===== config.mk =====
export PLATFORM = sky130hd
export DESIGN_NAME = uart_tx_fifo
export DESIGN_NICKNAME = d
export VERILOG_FILES = /design/src/rtl/uart_tx_fifo.sv
export SDC_FILE = /design/constraint.sdc
export NUM_CORES = 1
export LEC_CHECK = 0
export CORE_UTILIZATION = 50
export CTS_CLUSTER_DIAMETER = 50
export DETAILED_ROUTE_END_ITERATION = 8
export PLACE_DENSITY = 0.68
export REMOVE_ABC_BUFFERS = 1
export SLEW_MARGIN = 10
export SYNTH_ARGS = -nofsm -noshare
export SYNTH_HDL_FRONTEND = slang
export SYNTH_SLANG_ARGS = --single-unit

===== constraint.sdc =====
create_clock -name i_clock -period 9.4 [get_ports i_clock]
set_input_delay 2.35 -clock i_clock [delete_from_list [all_inputs] [get_ports i_clock]]
set_output_delay 2.35 -clock i_clock [all_outputs]
set_load 0.02 [all_outputs]

===== src/rtl/uart_tx_fifo.sv =====
// uart_tx_fifo
//   Byte FIFO plus launch sequencer feeding a UART transmitter through its
//   begin/busy/done handshake. Producers may write up to one byte per clock
//   without knowing anything about the transmitter state.
//
// Parameters
//   DEPTH       FIFO entries (power of two, >= 2)
//   ADDR_WIDTH  log2(DEPTH)
//
// Ports
//   i_clock              system clock, posedge
//   i_reset              synchronous active-high reset
//   i_wrEn / i_wrData    enqueue strobe and byte (ignored while o_full)
//   o_full / o_empty     occupancy flags, derived from the registered count
//   o_idle               nothing buffered, sequencer IDLE, transmitter not busy
//   o_txBegin/o_txData   one-cycle launch strobe and the launched byte
//   i_txBusy / i_txDone  transmitter busy level and completion pulse
//
// Optional build macro UART_TX_FIFO_STATUS_EN adds:
//   o_count     current occupancy (ADDR_WIDTH+1 bits)
//   o_overflow  sticky: a write was attempted while full; cleared by reset
module uart_tx_fifo #(
  parameter int DEPTH      = 16,
  parameter int ADDR_WIDTH = 4
) (
  input  logic                  i_clock,
  input  logic                  i_reset,
  input  logic                  i_wrEn,
  input  logic [7:0]            i_wrData,
  output logic                  o_full,
  output logic                  o_empty,
  output logic                  o_idle,
  output logic                  o_txBegin,
  output logic [7:0]            o_txData,
  input  logic                  i_txBusy,
  input  logic                  i_txDone
`ifdef UART_TX_FIFO_STATUS_EN
  ,
  output logic [ADDR_WIDTH:0]   o_count,
  output logic                  o_overflow
`endif
);

  typedef enum logic [1:0] {IDLE, LAUNCH, WAIT_BUSY, WAIT_DONE} state_t;

  localparam logic [ADDR_WIDTH:0] FULL_CNT = (ADDR_WIDTH+1)'(DEPTH);

  logic [7:0]            mem [DEPTH];
  logic [ADDR_WIDTH-1:0] wrPtr, rdPtr;
  logic [ADDR_WIDTH:0]   count;
  state_t                state, stateNext;
  logic                  wrFire, popFire;

  assign o_full  = (count == FULL_CNT);
  assign o_empty = (count == '0);

  // Pop only from IDLE on the cycle that moves to LAUNCH; the registered
  // count gives the one-cycle write-to-read latency for free.
  assign wrFire  = i_wrEn && !o_full;
  assign popFire = (state == IDLE) && !o_empty && !i_txBusy;

  // Storage has no reset: stale contents are unreachable once pointers clear.
  always_ff @(posedge i_clock) begin
    if (wrFire) mem[wrPtr] <= i_wrData;
  end

  always_ff @(posedge i_clock) begin
    if (i_reset) begin
      wrPtr    <= '0;
      rdPtr    <= '0;
      count    <= '0;
      o_txData <= 8'h00;
    end else begin
      if (wrFire) wrPtr <= wrPtr + 1'b1;
      if (popFire) begin
        rdPtr    <= rdPtr + 1'b1;
        o_txData <= mem[rdPtr];
      end
      case ({wrFire, popFire})
        2'b10:   count <= count + 1'b1;
        2'b01:   count <= count - 1'b1;
        default: ;
      endcase
    end
  end

  // Sequencer: state register
  always_ff @(posedge i_clock) begin
    if (i_reset) state <= IDLE;
    else         state <= stateNext;
  end

  // Sequencer: next state. i_txDone outside WAIT_DONE is deliberately ignored.
  always_comb begin
    stateNext = state;
    case (state)
      IDLE:      if (popFire)  stateNext = LAUNCH;
      LAUNCH:                  stateNext = WAIT_BUSY;
      WAIT_BUSY: if (i_txBusy) stateNext = WAIT_DONE;
      WAIT_DONE: if (i_txDone) stateNext = IDLE;
      default:                 stateNext = IDLE;
    endcase
  end

  // Sequencer: outputs. The busy term in o_idle also covers a frame still
  // in flight across a reset, since the transmitter itself is not reset.
  always_comb begin
    o_txBegin = (state == LAUNCH);
    o_idle    = o_empty && (state == IDLE) && !i_txBusy;
  end

`ifdef UART_TX_FIFO_STATUS_EN
  assign o_count = count;

  always_ff @(posedge i_clock) begin
    if (i_reset)                o_overflow <= 1'b0;
    else if (i_wrEn && o_full)  o_overflow <= 1'b1;
  end
`endif

endmodule


Word-level counts from Yosys, hierarchy flattened
Memory sizes are Yosys's and may differ from the RTL's. A register that Yosys moved wholly into a read port is not among the register bits.
Index checks and enable logic that the tools add are counted.
W data, S select, Z words.
- register bits: 15
- bits in latches: 0
- bits in writable memories: 128
- memory bits (read-only): 0
- input port bits: 13
- output and inout port bits: 12
- logic and storage cells: 37
- memories kept: 1
- memories (memory ; words ; width ; rd ports ; clocked after memory_dff ; write ports ; line ; text):
    mem ; 16 ; 8 ; 1 ; 1 ; 1 ; 48 ; logic [7:0] mem [DEPTH];
- add/subtract/negate cells: 4
- $mul: 0
- div/mod/pow operators: 0
- order comparisons: 0
- equality and inequality tests: 9
- shift operators: 0
- multiplexer cells: 7
- bitwise gates (word level): 0
- reduce and logical (&&, ||, !) cells: 12
- operator list (kind ; number):
    $pmux W5 S2 ; 1
    $add A4 B1 Y4 const B ; 2
    $pmux W2 S4 ; 1
    $eq A2 B2 Y1 const B ; 3
    $mux W2 ; 3
    $ne A2 B2 Y1 const B ; 3
    $add A5 B1 Y5 const B ; 1
    $eq A5 B5 Y1 const B ; 1
    $logic_and A1 B1 Y1 ; 5
    $logic_not A5 Y1 ; 1
    $sub A5 B1 Y5 const B ; 1
    $eq A2 B1 Y1 const B ; 2
    $logic_not A1 Y1 ; 3
    $reduce_and A3 Y1 ; 1
    $logic_not A2 Y1 ; 1
    $mux W1 ; 2
    $reduce_bool A2 Y1 ; 1

Longest topological paths before layout
- word-level depth: 6
- gate-level depth with buffers: 13
- gate-level depth less buffers: 12

Worst setup path after synthesis
Ideal clock, no wire load.
- path kind: input port to output port
- start point: input port i_txBusy
- end point: output port o_idle
- arrival time: 2.948 ns
- required time: 7.050 ns
- path slack: 4.102 ns
- stages on the path: 2
- path buffers: 0
- cell sequence: nand2b_1 > nor3_1
- word-level cells in the longest chain between the ends: 2
- ends and longest elaborated chain (element ; line ; text):
    start: declaration ; 35 ; input logic i_txBusy,
    $logic_not A1 Y1 ; 109 ; o_idle = o_empty && (state == IDLE) && !i_txBusy;
    $logic_and A1 B1 Y1 ; 109 ;
    end: declaration ; 32 ; output logic o_idle,
Every way passes these cells.

Final worst setup path
Same ends and word-level chain as after synthesis.

==> qor.yml <==
diodes: 0
r2r_cells: 12
place.gp.congestion: 0.784
slew_headroom_pct: 32.8
cp-end-kind: "output pin"
min_to: "o_txData[3]$_SDFFE_PP0P_"
cellPowerDensity_nw_per_um2: 262
drt-initial-drc-count: 216
period_needed_ps: 6080
h-tree-depth: 4
fin_ws_ps: 3320
start_kind: "input port"
clk_latency_ps: 420
drc: 0
peakVddDrop_uv: 110
p_leak_uw: 0.00229
fmax_mhz: 164
drive_above_1_share_pct: 13.5
cts_max_path_buffers: 2
place.detailed.hpwl_mm: 7.27
report.final.setup_viol: 0
ys_ff_latch: 151
skew_ps: 4.98
holdCritStartpoint: "o_txData[3]$_SDFFE_PP0P_"
postCtsHoldBufs: 0
mappedNetlistArea_um2: 6110
first_pass_iters: 5
tns_ps: 0
post-route-period-util_pct: 64.7
cp_max_fo: 2
grtUsageTotal_pct: 20.4
cts.sinks: 151
ant_nets: 0
dieArea_um2: 12700
hold_path_class: "reg2reg"
critPathMaxStageDelay_ps: 630
dieWidth_um: 113
crit_top_cell: "clkdlybuf4s50_1"
seq_area_frac_synth_pct: 70.4
core_area_um2: 12000
crit_chain: "clkdlybuf4s50_1 > nand2b_1 > nor3_1 > clkdlybuf4s50_1"
r2r_end: "count[4]$_SDFFE_PP0P_"
hold_viol_final: 0
wire_per_inst_um: 20.8
std_cell_rows: 40
cts_setup_buffers: 0
crit_required_ps: 7050
ys.flop_type: "edfxtp_1"
avgSynthCellArea_um2: 16.0
netlist_instances: 381
grt_use_met1_pct: 26.1
critPathArrivalTime_ps: 3730
portBuffers: 24
vias_per_cell: 5.75
grt_max_degree: 51
globalRoute.totalOverflow: 0
path_clk_slew_ps: 60
fillCellCount: 892
die_height_um: 113
synth.distinct_cells: 37
ys_warn_count: 0
cts_tree: "yes"
outcome: "completed"
async_flop_share_pct: 0
cts_resized: 0
slew_viol_final: 0
grt.busiest_layer: "met2"
antenna_found_initial: 0
nets: 437
num_io_pins: 25
worst_pin_slew_ps: 1000
critical_path_class: "in2out"
rsz0062_at_grt: "no"
grt_util_met3_pct: 4.91
cts-root-buf: "clkbuf_16"
syn2layout_area_growth_pct: 16.1
cp_slowest_cell: "clkdlybuf4s50_1"
start_util_pct: 51.1
grt_pass1_wl_mm: 18.1
min_delay_path_depth: 2
synth_edf_count: 128
grtUsageMet2_pct: 32.9
cts_inserted_buffers: 17
register_area_um2: 4310
drt-total-wl_mm: 11.8
maxCapViolations: 0
multi_input_area_um2: 1660
grt_pass1_vias: 3221
dp_slack_ps: 3330
rr_startpoint: "state[0]$_SDFFE_PP0P_"
via_count: 3273
r2r_setup_slack_ps: 5930
## how the worst max path moves through the flow
stage	from	endpoint	slack (ps)	depth (start not counted)
after detailed placement	i_txBusy	o_idle	3330	4
final	i_txBusy	o_idle	3320	4
after global routing	i_txBusy	o_idle	3260	4
after global placement	i_txBusy	o_idle	3360	4
after floorplan	i_txBusy	o_idle	4100	2
after CTS	i_txBusy	o_idle	3320	4
## state kept, by name, summed over array words and instances, names as in the netlist
register,count
mem,128
o_txData,8
count,5
rdPtr,4
wrPtr,4
state,2
## Yosys cell counts, types with 6 or more instances
cell	instances	area share, %
nand2_1	7	0.43
nor3_1	6	0.49
mux4_2	16	5.9
a21oi_1	6	0.49
o22ai_1	16	1.6
mux2i_1	35	5.7
a311oi_1	8	1.1
inv_1	12	0.74
a22oi_1	8	0.98
edfxtp_1	128	63
dfxtp_1	23	7.5
nor2_1	50	3.1
buf_2	10	0.82
ha_1	14	2.9
## power breakdown
group	internal (uW)	switching [uW]
Sequential	769	31.4
Combinational	164	201
Clock	442	250
## kinds of logic (layout without fill, tap and decap cells)
| family | count (synthesis) | after routing | synth area share (%) |
|---|---|---|---|
| AO/OA/AOI/OAI | 44 | 44 | 5.02 |
| XOR/XNOR | 8 | 8 | 1.15 |
| adder cells (fa/ha/maj) | 15 | 15 | 3.19 |
| buffers and inverters | 32 | 73 | 2.48 |
| flip-flops | 151 | 151 | 70.4 |
| multiplexers | 52 | 52 | 11.8 |
| AND/OR/NAND/NOR | 79 | 79 | 5.92 |
## per-layer routing
metal  up-vias  part of all wire [%]  routed length [um]
met2        94                    50                5870
li1       1518                     -                   -
met4         0                   2.4                 280
met1      1640                    44                5210
met5         -                     0                   0
met3        21                   4.1                 481
## area by class of cell
type,count,area share (%)
flip-flops and latches,151,60.7
well taps,147,2.59
multi-input cells,198,23.5
clock inverters,7,1.25
inverters,12,0.635
repair buffers,29,3.92
clock buffers,25,7.44
## critical path, delay by kind of cell
family	cells	cell delay, ps
buffers and inverters	2	1050
AND/OR/NAND/NOR	2	330
## through the flow
stage	cells	area, um^2	power [uW]	util, %	hold WS, ps
after global placement	537	6480	1170	54.1	490
final	569	7090	1860	59.3	501
after global routing	569	7090	1930	59.3	522
after floorplan	361	6000	1050	-	505
after CTS	569	7090	1870	59.3	504
after detailed placement	537	6480	1180	54.1	496
## cells in the final DEF (no fill, tap or decap), drive strengths merged, types with 2 or more instances in the layout
cell and count:
a21oi 6, a22oi 8, a311oi 8, buf 5, bufinv 2, clkbuf 25
clkdlybuf4s50 24, clkinv 5, dfxtp 23, edfxtp 128, ha 14, inv 12
mux2i 35, mux4 16, nand2 7, nand2b 3, nand3 2, nand4 2
nor2 50, nor2b 4, nor3 6, o21ai 2, o22ai 16, xnor2 3
xor2 5
Power figures use the tool's default switching activity.
